## src/rtl/alpha_pkg.sv

```systemverilog
// Shared defaults and types for the alpha gain-select block.
package alpha_pkg;

    localparam int DATA_W_DEF = 9;
    localparam int TMO_W_DEF  = 5;

    // Magnitude of a default-width sample; |-256| = 256 still fits unsigned.
    typedef logic [DATA_W_DEF-1:0] mag_t;

endpackage

```

## src/rtl/alpha_timeout_counter.sv

```systemverilog
// Saturating release-timeout counter with mask-match detection.
module alpha_timeout_counter
    import alpha_pkg::*;
#(
    parameter int TMO_W = TMO_W_DEF
) (
    input  logic             clk,
    input  logic             reset,
    input  logic             clear,
    input  logic             incr,
    input  logic [TMO_W-1:0] mask,
    output logic [TMO_W-1:0] count,
    output logic             match
);

    localparam logic [TMO_W-1:0] CNT_MAX = '1;

    always_ff @(posedge clk) begin
        if (reset || clear) begin
            count <= '0;
        end else if (incr && (count != CNT_MAX)) begin
            count <= count + TMO_W'(1);
        end
    end

    // Release is due once every bit selected by the mask is set in the count.
    assign match = ((count & mask) == mask);

endmodule

```

## src/rtl/alpha_block_v2.sv

```systemverilog
// Gain-select flag with attack on large magnitude and masked release timeout.
module alpha_block_v2
    import alpha_pkg::*;
#(
    parameter int DATA_W = DATA_W_DEF,
    parameter int TMO_W  = TMO_W_DEF
) (
    input  logic              clk,
    input  logic              reset,
    input  logic              enable_sampling,
    input  logic [DATA_W-1:0] hdr_current_value,
    input  logic [DATA_W-1:0] threshold_high,
    input  logic [DATA_W-1:0] threshold_low,
    input  logic [TMO_W-1:0]  timeout_mask,
    output logic              alpha
);

    function automatic logic [DATA_W-1:0] abs_mag(input logic signed [DATA_W-1:0] v);
        logic [DATA_W-1:0] u;
        u = v;
        return v[DATA_W-1] ? (~u + DATA_W'(1)) : u;
    endfunction

    logic signed [DATA_W-1:0] hdr_s;
    logic [DATA_W-1:0]        mag;
    logic                     attack;
    logic                     below_low;
    logic                     cnt_clear;
    logic                     cnt_incr;
    logic                     cnt_match;
    logic [TMO_W-1:0]         cnt;
    logic                     alpha_next;

    assign hdr_s     = $signed(hdr_current_value);
    assign mag       = abs_mag(hdr_s);
    assign attack    = (mag > threshold_high);
    assign below_low = (mag < threshold_low);

    // Attack wins over release even when the thresholds are inverted.
    always_comb begin
        alpha_next = alpha;
        cnt_clear  = 1'b0;
        cnt_incr   = 1'b0;
        if (enable_sampling) begin
            if (attack) begin
                alpha_next = 1'b1;
                cnt_clear  = 1'b1;
            end else if (alpha && below_low) begin
                if (cnt_match) begin
                    alpha_next = 1'b0;
                    cnt_clear  = 1'b1;
                end else begin
                    cnt_incr = 1'b1;
                end
            end else begin
                cnt_clear = 1'b1;
            end
        end
    end

    alpha_timeout_counter #(
        .TMO_W (TMO_W)
    ) u_timeout (
        .clk   (clk),
        .reset (reset),
        .clear (cnt_clear),
        .incr  (cnt_incr),
        .mask  (timeout_mask),
        .count (cnt),
        .match (cnt_match)
    );

    always_ff @(posedge clk) begin
        if (reset) begin
            alpha <= 1'b0;
        end else begin
            alpha <= alpha_next;
        end
    end

endmodule

```

## config.mk

```make
export PLATFORM = sky130hd
export DESIGN_NAME = alpha_block_v2
export DESIGN_NICKNAME = d
export VERILOG_FILES = /design/src/rtl/alpha_pkg.sv /design/src/rtl/alpha_timeout_counter.sv /design/src/rtl/alpha_block_v2.sv
export SDC_FILE = /design/constraint.sdc
export NUM_CORES = 1
export LEC_CHECK = 0
export ABC_CLOCK_PERIOD_IN_PS = 2900
export BUFFER_PORTS_ARGS = -buffer_cell sky130_fd_sc_hd__clkbuf_2
export CORE_MARGIN = 2
export CORE_UTILIZATION = 46
export CTS_BUF_LIST = sky130_fd_sc_hd__clkbuf_4 sky130_fd_sc_hd__clkbuf_8
export CTS_CLUSTER_SIZE = 20
export DETAILED_ROUTE_END_ITERATION = 10
export GPL_TIMING_DRIVEN = 0
export PLACE_DENSITY = 0.78
export SYNTH_ARGS = -nofsm -noshare
export SYNTH_HDL_FRONTEND = slang
export SYNTH_SLANG_ARGS = --single-unit
```

## constraint.sdc

```tcl
create_clock -name clk -period 2.9 [get_ports clk]
set_clock_uncertainty 0.05 [all_clocks]
set_input_delay 0.58 -clock clk [delete_from_list [all_inputs] [get_ports clk]]
set_output_delay 0.58 -clock clk [all_outputs]
set_load 0.01 [all_outputs]
```

==> reports/qor.yml, run 1 <==
startpoint_type: "input port"
numPortBuffers: 35
route.detailed.drc: 0
wl_per_cell_um: 13.8
cp_slowest_cell: "or3_4"
cp-end-kind: "flop"
critPathMaxFanout: 4
hold_buffers: 0
clkLatencyLatePin_ns: 0.24
pwr-share-clk_pct: 21.6
p_int_uw: 222
nets: 232
tritoncts: "built"
pin_count: 36
core_um2: 1980
tns_ns: -0.344
drive_gt1_share_pct: 41.7
path_clk_slew_ns: 0.04
dr_total_vias: 1131
violations: "negative setup slack"
status: "finished with violations"
rows: 16
dp_cells: 193
cts-root-buf: "clkbuf_4"
synth.top_cell.area_share_pct: 25.8
fin_ws_ns: -0.109
cp_cell_sequence: "buf_6, or3_4, o31ai_4, xnor2_2, ha_1, nand4_1, or3_4, a32oi_4, nand3_2, or3_4, a21oi_2"
powerDensity_nw_per_um2: 250
max-cap-violations: 0
crit_type: "input port to flop"
synth_seq_cells: 6
ys_seq_area_share_pct: 12.4
synth.largest_area_cell: "ha_1"
yosysWarningCount: 0
hold_path_class: "flop to flop"
required_ns: 3.03
syn_to_final_growth_pct: 46.0
dieArea_um2: 2490
tightest_slew_ns: 0.587
via_per_inst: 5.60
grt_pass1_vias: 1128
p_switching_uw: 130
yosysUniqueCellTypes: 29
p_seq_share_pct: 24.5
synth_nets: 186
cts_buffers: 3
netlist_area_um2: 968
ir_drop_mv: 0.168
grt_util_all_layers_pct: 23.2
num_antenna_cells: 0
dp_worst_setup_slack_ns: -0.426
synth.area.top_cells: "ha_1 26%, dfxtp_1 12%, inv_1 8.5%"
cpLargestDelayFamily: "simple AND/OR/NAND/NOR gates"
fin_area_um2: 1410
p_sw_share_pct: 37.0
holdWs_ns: 0.433
synth_async_sr_flop_share_pct: 0
fin_crit_sh_pct: 104
synth_edf_count: 0
maxSlewViolCount: 0
drt_iter0_drc: 42
cts_buffer_depth: 2
initial_core_util_pct: 48.9
finalSetupViolCount: 5
drt_first_pass_iters: 4
yosysMostFrequentCell: "inv_1"
synth_cells: 131
finalHoldViolations: 0
antenna_left: 0
syn_avg_cell_area_um2: 7.39
hpwlAfterDp_um: 1910
comb_power_share_pct: 53.9
max_clock_freq_ghz: 0.332
wl_um: 2780
critPathBufInv: 1
crit_path_frequent_cell: "or3_4"
fin_crit_ns: 3.01
gp_congestion: 0.862
max_stage_delay_ns: 0.41
slew_headroom_pct: 60.9
die_h_um: 49.9
die_w_um: 49.9
cts_sinks: 6
synth-main-ff-cell: "dfxtp_1"
utilization_pct: 71.3
grt_overflow: 0
htree_levels: 1
arrival_ns: 3.14
synthTopCellsByCount: "22 x inv_1, 20 x ha_1, 14 x a21oi_1"
grt_pass1_wl_um: 4440
p_leak_nw: 0.683
p_total_uw: 353
fin_cells: 202
antenna_found_initial: 0
placed_area_um2: 1190
rsz0062_at_grt: "true"
grt_max_degree: 10
## final cells by class
| cell class | instances | area (um2) |
|---|---|---|
| multi-input combinational | 103 | 918 |
| fill | 151 | 568 |
| timing repair buffer | 41 | 236 |
| sequential | 6 | 120 |
| inverter | 22 | 82.6 |
| tap | 27 | 33.8 |
| clock buffer | 3 | 22.5 |
## path summary, 6_finish.rpt
path	start	to	slack, ns	cells after the start
setup reg to reg	u_timeout.count[2]$_SDFFE_PP0P_	u_timeout.count[3]$_SDFFE_PP0P_	0.91	7
setup / recovery	hdr_current_value[0]	u_timeout.count[0]$_SDFFE_PP0P_	-0.11	11
hold / removal	u_timeout.count[2]$_SDFFE_PP0P_	u_timeout.count[2]$_SDFFE_PP0P_	0.43	2
hold reg to reg	u_timeout.count[2]$_SDFFE_PP0P_	u_timeout.count[2]$_SDFFE_PP0P_	0.43	2
## layout by cell type, fill, tap and decap left out, types with 2 or more instances in the layout
master,count
buf_4,5
dfxtp_1,6
buf_6,3
xnor2_2,2
nand3_1,3
inv_2,2
a21oi_2,5
o21ai_2,2
ha_1,19
clkbuf_2,33
nand4_1,4
nor2_1,3
xnor2_1,4
nor2b_1,2
clkbuf_4,3
a21oi_1,9
nand2_1,8
nand3_2,2
o31ai_4,2
nand2b_1,5
a21o_1,3
or3_4,3
o211ai_1,2
o21ai_0,7
o21bai_1,2
inv_1,20
## cell families after synthesis
kind of cell	count (synthesis)	share of synthesized area (%)
adders and majority gates	20	25.8
AOI/OAI and AO/OA	38	24.5
DFF	6	12.4
xor gates and xnor gates	6	5.43
buffers and inverters	22	8.53
and+or+nand+nor	39	23.3
## sequential cells by signal, indices dropped and copies added (netlist names)
name and count:
alpha 1, u_timeout.count 5
## worst register-to-register path: stages (launching register included)
cell and delay (ns):
dfxtp_1 0.37, inv_1 0.11, a222oi_1 0.58, a32oi_4 0.20, buf_4 0.17, and3_4 0.19, a21o_1 0.15, a21oi_1 0.11
## power groups by stage
stage / logic [mW] / clock network [mW] / registers [mW]
final: 0.190 / 0.0763 / 0.0864
after global routing: 0.212 / 0.0878 / 0.0864
after CTS: 0.171 / 0.0790 / 0.0861
after detailed placement: 0.149 / 0 / 0.0875
after global placement: 0.142 / 0 / 0.0873
after floorplan: 0.0987 / 0 / 0.0877
## repair_timing
action | 4_1_cts | 5_1_grt
pin swaps | 13 | 16
setup buffers | 6 | 1
gates resized for setup | 15 | 19
endpoints found under the setup margin | 5 | 6
## routing by layer
layer / track usage, % / routed length (um)
met1: 23.2 / 1080
met3: 4.55 / 142
met4: 7.41 / 63
met2: 46.7 / 1500
met5: 0 / 0
Note: power is estimated with default switching activity, not from simulation.
==> run 2: changes to the inputs <==
--- a/config.mk
+++ b/config.mk
@@ -7,13 +7,15 @@
 export LEC_CHECK = 0
 export ABC_CLOCK_PERIOD_IN_PS = 2900
 export BUFFER_PORTS_ARGS = -buffer_cell sky130_fd_sc_hd__clkbuf_2
+export CELL_PAD_IN_SITES_DETAIL_PLACEMENT = 1
+export CELL_PAD_IN_SITES_GLOBAL_PLACEMENT = 2
 export CORE_MARGIN = 2
-export CORE_UTILIZATION = 46
+export CORE_UTILIZATION = 24
 export CTS_BUF_LIST = sky130_fd_sc_hd__clkbuf_4 sky130_fd_sc_hd__clkbuf_8
 export CTS_CLUSTER_SIZE = 20
 export DETAILED_ROUTE_END_ITERATION = 10
 export GPL_TIMING_DRIVEN = 0
-export PLACE_DENSITY = 0.78
+export PLACE_DENSITY_LB_ADDON = 0.1
 export SYNTH_ARGS = -nofsm -noshare
 export SYNTH_HDL_FRONTEND = slang
 export SYNTH_SLANG_ARGS = --single-unit
==> run 2 against run 1 <==
The run still ends with negative setup slack left. Combinational power grew 13%. Worst hold slack lost 0.0078 ns. Total power grew 22%. Global-route usage shrank 9.1 points. Register-to-register slack gained 0.15 ns. Critical path depth grew 1. Non-clock buffer count grew 7. Die area grew 83%. Clock power grew 70%. Critical path type unchanged. Largest cell class unchanged. Highest routed layer unchanged.
==> reports/qor.yml, run 2 (synthesis results as in run 1) <==
status: "finished with violations"  # unchanged
violations: "negative setup slack"  # unchanged
rsz0062_at_grt: "true"  # unchanged
grt_pass1_wl_um: 4820  # was 4440 um
die_w_um: 67.5  # was 49.9 um
holdWs_ns: 0.426  # was 0.433 ns
syn_to_final_growth_pct: 64.3  # was 46.0%
tightest_slew_ns: 0.503  # was 0.587 ns
hpwlAfterDp_um: 2480  # was 1910 um
cts-root-buf: "clkbuf_8"  # was clkbuf_4
ir_drop_mv: 0.154  # was 0.168 mV
pin_count: 36  # unchanged
slew_headroom_pct: 66.5  # was 60.9%
cts_buffer_depth: 2  # unchanged
required_ns: 3.01  # was 3.03 ns
grt_pass1_vias: 1114  # was 1128
hold_buffers: 0  # unchanged
antenna_left: 0  # unchanged
gp_congestion: 0.802  # was 0.862
dp_cells: 216  # was 193
startpoint_type: "input port"  # unchanged
fin_cells: 232  # was 202
clkLatencyLatePin_ns: 0.23  # was 0.24 ns
nets: 239  # was 232
finalSetupViolCount: 5  # unchanged
path_clk_slew_ns: 0.04  # about the same
hold_path_class: "flop to flop"  # unchanged
wl_um: 3070  # was 2780 um
drive_gt1_share_pct: 48.4  # was 41.7%
finalHoldViolations: 0  # unchanged
htree_levels: 1  # unchanged
crit_type: "input port to flop"  # unchanged
cp-end-kind: "flop"  # unchanged
fin_ws_ns: -0.131  # was -0.109 ns
utilization_pct: 40.4  # was 71.3%
wl_per_cell_um: 13.2  # was 13.8 um
max-cap-violations: 0  # unchanged
layout_commonest_cell: "clkbuf_2"  # unchanged
drt_iter0_drc: 17  # was 42
reg_top3: "u_timeout.count: 5 flops, alpha: 1 flops"  # unchanged
final_cell_mix: "32 x clkbuf_2, 20 x inv_1, 16 x ha_1, 10 x buf_4, 9 x a21oi_1"  # was 33 x clkbuf_2, 20 x inv_1, 19 x ha_1, 9 x a21oi_1, 8 x nand2_1
p_leak_nw: 0.744  # was 0.683 nW
largest_register_ffs: 5  # unchanged
via_per_inst: 4.84  # was 5.60
rows: 23  # was 16
critPathMaxFanout: 4  # unchanged
route.detailed.drc: 0  # unchanged
grt_max_degree: 10  # unchanged
initial_core_util_pct: 24.6  # was 48.9%
numPortBuffers: 35  # unchanged
top_register: "u_timeout.count"  # unchanged
cts_buffers: 3  # unchanged
drt_first_pass_iters: 4  # unchanged
grt_util_all_layers_pct: 14.1  # was 23.2%
cts_sinks: 6  # unchanged
fin_crit_ns: 3.03  # was 3.01 ns
antenna_found_initial: 0  # unchanged
num_antenna_cells: 0  # unchanged
arrival_ns: 3.14  # about the same
dieArea_um2: 4560  # was 2490 um2
fin_crit_sh_pct: 105  # was 104%
core_um2: 3940  # was 1980 um2
maxSlewViolCount: 0  # unchanged
max_clock_freq_ghz: 0.330  # was 0.332 GHz
p_total_uw: 431  # was 353 uW
tritoncts: "built"  # unchanged
powerDensity_nw_per_um2: 271  # was 250 nW/um2
dr_total_vias: 1123  # was 1131
grt_overflow: 0  # unchanged
die_h_um: 67.5  # was 49.9 um
==> run 2: cell types whose count changed in the layout (fill, tap and decap cells not counted), moves of 2 or more <==
cell      change
inv_2         -2
ha_4          +3
nor2_1        -2
clkbuf_8      +3
clkbuf_4      -3
buf_4         +5
ha_1          -3
inv_4         +2
nor2_2        +2
o21ai_0       -2
o21ai_2       +3
buf_8         +2
==> run 2: where the power goes <==
group / internal [mW] / total (mW) / leakage, nW / switching (mW)
Clock: 0.0896 / 0.130 / 0.0216 / 0.0406
Combinational: 0.107 / 0.214 / 0.674 / 0.107
Sequential: 0.0844 / 0.0862 / 0.0484 / 0.00180
==> run 2: critical path: stages <==
cell	delay, ns
buf_8	0.09
or3_4	0.42
o31ai_4	0.21
xnor2_2	0.16
buf_4	0.16
ha_4	0.19
nand4_1	0.13
nor2_2	0.06
a211o_1	0.36
or2_4	0.28
or3_4	0.37
a21oi_2	0.12
==> run 2: layout make-up <==
type | count | area, um2
clock buffers | 3 | 41.3
fillers | 469 | 2350
inverters | 22 | 87.6
multi-input cells | 103 | 970
flip-flops and latches | 6 | 120
well taps | 50 | 62.6
repair buffers | 48 | 310
==> run 2: worst paths after layout <==
| path | to | depth (start not counted) | startpoint | slack, ns |
|---|---|---|---|---|
| setup / recovery | u_timeout.count[0]$_SDFFE_PP0P_ | 12 | hdr_current_value[2] | -0.13 |
| hold / removal | u_timeout.count[2]$_SDFFE_PP0P_ | 2 | u_timeout.count[2]$_SDFFE_PP0P_ | 0.43 |
| hold reg to reg | u_timeout.count[2]$_SDFFE_PP0P_ | 2 | u_timeout.count[2]$_SDFFE_PP0P_ | 0.43 |
| setup reg to reg | u_timeout.count[3]$_SDFFE_PP0P_ | 6 | u_timeout.count[2]$_SDFFE_PP0P_ | 1.06 |
==> run 2: timing repair <==
action | CTS | global route
cloned | 0 | 0
resized for setup | 23 | 26
pin swaps | 19 | 17
endpoints found under the setup margin | 6 | 6
buffers inserted | 9 | 4
==> run 2: layer usage <==
| layer | share of wire, % | GRT usage [%] | wire, um | vias up |
|---|---|---|---|---|
| met1 | 40 | 15.8 | 1230 | 527 |
| met2 | 55 | 26.3 | 1670 | 24 |
| met5 | 0 | 0 | 0 | - |
| li1 | - | - | - | 568 |
| met3 | 3.3 | 1.00 | 100 | 4 |
| met4 | 2.1 | 6.89 | 65 | 0 |
==> run 2: stage by stage <==
| stage | worst slack [ns] | area (um2) | TNS (ns) |
|---|---|---|---|
| 2_1_floorplan | -0.0296 | 986 | -0.0296 |
| 3_3_place_gp | -0.493 | 1220 | -2.16 |
| 3_5_place_dp | -0.609 | 1220 | -2.75 |
| 4_1_cts | -0.179 | 1450 | -0.662 |
| 5_1_grt | -0.235 | 1590 | -0.881 |
| 6_report | -0.131 | 1590 | -0.322 |
==> run 3: changes to the inputs <==
--- a/config.mk
+++ b/config.mk
@@ -6,12 +6,13 @@
 export NUM_CORES = 1
 export LEC_CHECK = 0
 export ABC_CLOCK_PERIOD_IN_PS = 2900
-export BUFFER_PORTS_ARGS = -buffer_cell sky130_fd_sc_hd__clkbuf_2
+export BUFFER_PORTS_ARGS = -buffer_cell sky130_fd_sc_hd__buf_2
 export CELL_PAD_IN_SITES_DETAIL_PLACEMENT = 1
 export CELL_PAD_IN_SITES_GLOBAL_PLACEMENT = 2
 export CORE_MARGIN = 2
 export CORE_UTILIZATION = 24
 export CTS_BUF_LIST = sky130_fd_sc_hd__clkbuf_4 sky130_fd_sc_hd__clkbuf_8
+export CTS_CLUSTER_DIAMETER = 80
 export CTS_CLUSTER_SIZE = 20
 export DETAILED_ROUTE_END_ITERATION = 10
 export GPL_TIMING_DRIVEN = 0
==> run 3 against run 2 <==
The flow still finishes with violations (negative setup slack). Setup slack improved by 0.090 ns. Combinational power shrank 11%. Via count is 3.0% lower. First-iteration DRC count shrank 5.9%. Clock-buffer cell count unchanged. Global-route usage is 0.20 points lower. Non-clock buffer count is 6 lower. Clock power fell by 3%. Die area did not move. Critical endpoint unchanged. Largest cell class unchanged.
==> reports/qor.yml, run 3 (synthesis results as in run 1) <==
status: "finished with violations"  # unchanged
violations: "negative setup slack"  # unchanged
tightest_slew_ns: 0.510  # was 0.503 ns
numPortBuffers: 35  # unchanged
top_usage_layer: "met2"  # unchanged
rows: 23  # unchanged
reg_top3: "u_timeout.count: 5 flops, alpha: 1 flops"  # unchanged
core_um2: 3940  # unchanged
nets: 233  # was 239
finalHoldViolations: 0  # unchanged
arrival_ns: 3.04  # was 3.14 ns
htree_levels: 1  # unchanged
critPathMaxFanout: 5  # was 4
reg2reg_depth: 7  # was 6
max_clock_freq_ghz: 0.340  # was 0.330 GHz
syn_to_final_growth_pct: 50.4  # was 64.3%
holdWs_ns: 0.417  # was 0.426 ns
gp_congestion: 0.799  # was 0.802
min_from: "u_timeout.count[2]$_SDFFE_PP0P_"  # unchanged
required_ns: 3.00  # was 3.01 ns
cts_buffer_depth: 2  # unchanged
initial_core_util_pct: 24.6  # unchanged
crit_type: "input port to flop"  # unchanged
hold_path_depth: 2  # unchanged
antenna_left: 0  # unchanged
largest_register_ffs: 5  # unchanged
cp_cell_sequence: "buf_8, or3_4, o21ai_2, xnor2_2, ha_1, nand4_1, or3_4, a32oi_4, buf_6, nand4_1, a21o_1, a21oi_1"  # was buf_8, or3_4, o31ai_4, xnor2_2, buf_4, ha_4, nand4_1, nor2_2, a211o_1, or2_4, or3_4, a21oi_2
cts_sinks: 6  # unchanged
hpwlAfterDp_um: 2480  # about the same
timing.rr.start: "u_timeout.count[2]$_SDFFE_PP0P_"  # unchanged
drive_gt1_share_pct: 39.2  # was 48.4%
r2r-end: "alpha$_SDFFE_PP0P_"  # was u_timeout.count[3]$_SDFFE_PP0P_
antenna_found_initial: 0  # unchanged
use_met2_pct: 25.0  # was 26.3%
grt_pass1_wl_um: 4800  # was 4820 um
placed_area_um2: 1220  # unchanged
final_cell_mix: "32 x buf_2, 20 x inv_1, 19 x ha_1, 11 x a21oi_1, 8 x nand2_1"  # was 32 x clkbuf_2, 20 x inv_1, 16 x ha_1, 10 x buf_4, 9 x a21oi_1
dieArea_um2: 4560  # unchanged
fin_crit_ns: 2.94  # was 3.03 ns
fin_crit_sh_pct: 101  # was 105%
powerDensity_nw_per_um2: 276  # was 271 nW/um2
startpoint_type: "input port"  # unchanged
cts_buffers: 3  # unchanged
top_register: "u_timeout.count"  # unchanged
grt_max_degree: 10  # unchanged
slew_headroom_pct: 66.0  # was 66.5%
grt_pass1_vias: 1095  # was 1114
max_stage_delay_ns: 0.41  # was 0.42 ns
ir_drop_mv: 0.136  # was 0.154 mV
wl_per_cell_um: 12.8  # was 13.2 um
grt_util_all_layers_pct: 13.9  # was 14.1%
fin_area_um2: 1460  # was 1590 um2
pin_count: 36  # unchanged
rsz0062_at_grt: "true"  # unchanged
ff2ff_setup_slack_ns: 1.10  # was 1.06 ns
via_per_inst: 4.82  # was 4.84
wl_um: 2900  # was 3070 um
cp_slowest_cell: "or3_4"  # unchanged
num_antenna_cells: 0  # unchanged
maxSlewViolCount: 0  # unchanged
grt_overflow: 0  # unchanged
fin_ws_ns: -0.0410  # was -0.131 ns
cp-end-kind: "flop"  # unchanged
p_leak_nw: 0.702  # was 0.744 nW
clkLatencyLatePin_ns: 0.22  # was 0.23 ns
layout_commonest_cell: "buf_2"  # was clkbuf_2
finalSetupViolCount: 5  # unchanged
path_clk_slew_ns: 0.04  # about the same
drt_iter0_drc: 16  # was 17
max-cap-violations: 0  # unchanged
tritoncts: "built"  # unchanged
route.detailed.drc: 0  # unchanged
die_w_um: 67.5  # unchanged
die_h_um: 67.5  # unchanged
cts-root-buf: "clkbuf_8"  # unchanged
hold_path_class: "flop to flop"  # unchanged
use_met3_pct: 1.00  # unchanged
drt_first_pass_iters: 4  # unchanged
fill_cells: 497  # was 469
grt_use_met1_pct: 16.6  # was 15.8%
dr_total_vias: 1089  # was 1123
hold_end: "u_timeout.count[2]$_SDFFE_PP0P_"  # unchanged
-- run 3: changes by cell type in the layout (fill, tap and decap cells not counted), sizes merged --
cell,before,now
clkbuf,35,3
buf,16,42
-- run 3: routing by layer --
metal | part of all wire [%] | routed length [um]
met1 | 44 | 1270
met2 | 52 | 1500
met3 | 2.7 | 77
met4 | 1.8 | 51
met5 | 0 | 0
-- run 3: area by class of cell --
type / count / area, um2 / share of cell area, %
tap: 50 / 62.6 / 4.30
inverter: 22 / 82.6 / 5.67
sequential: 6 / 120 / 8.25
timing repair buffer: 42 / 254 / 17.4
clock buffer: 3 / 41.3 / 2.84
multi-input combinational: 103 / 896 / 61.5
-- run 3: critical path: cells and delay by family --
family          cells  cell delay (ns)
simple gates        4             1.01
buf+inv             2             0.23
fa+ha+maj           1             0.30
xor+xnor            1             0.10
compound gates      4             0.80
-- run 3: timing repair --
item                       CTS  global route
pin swaps                   19             9
setup buffers                6             1
setup endpoints to repair    6             6
hold buffers                 0             0
resized for setup           23             6
-- run 3: where the power goes --
group          internal, mW  total (mW)  switching [mW]
logic                0.0930       0.190          0.0966
clock network        0.0893       0.126          0.0369
registers            0.0844      0.0862         0.00180
total                 0.267       0.402           0.135
-- run 3: how the worst max path moves through the flow --
stage,end,start,slack [ns]
after floorplan,u_timeout.count[0]$_SDFFE_PP0P_,hdr_current_value[2],-0.03
after global placement,u_timeout.count[0]$_SDFFE_PP0P_,hdr_current_value[0],-0.50
after detailed placement,u_timeout.count[0]$_SDFFE_PP0P_,hdr_current_value[0],-0.59
after CTS,u_timeout.count[0]$_SDFFE_PP0P_,hdr_current_value[2],-0.12
after global routing,u_timeout.count[2]$_SDFFE_PP0P_,hdr_current_value[2],-0.17
final,u_timeout.count[0]$_SDFFE_PP0P_,hdr_current_value[2],-0.04
-- run 3: per-stage QoR --
stage          std cells  utilization [%]  TNS (ns)  total power, mW  setup WS (ns)
6_report             226             36.9    -0.159            0.402        -0.0410
5_1_grt              226             36.9    -0.845            0.435         -0.170
4_1_cts              225             36.2    -0.511            0.401         -0.118
3_5_place_dp         216             31.0     -2.69            0.244         -0.593
3_3_place_gp         216             31.0     -2.22            0.238         -0.504
2_1_floorplan        131                -   -0.0296            0.186        -0.0296
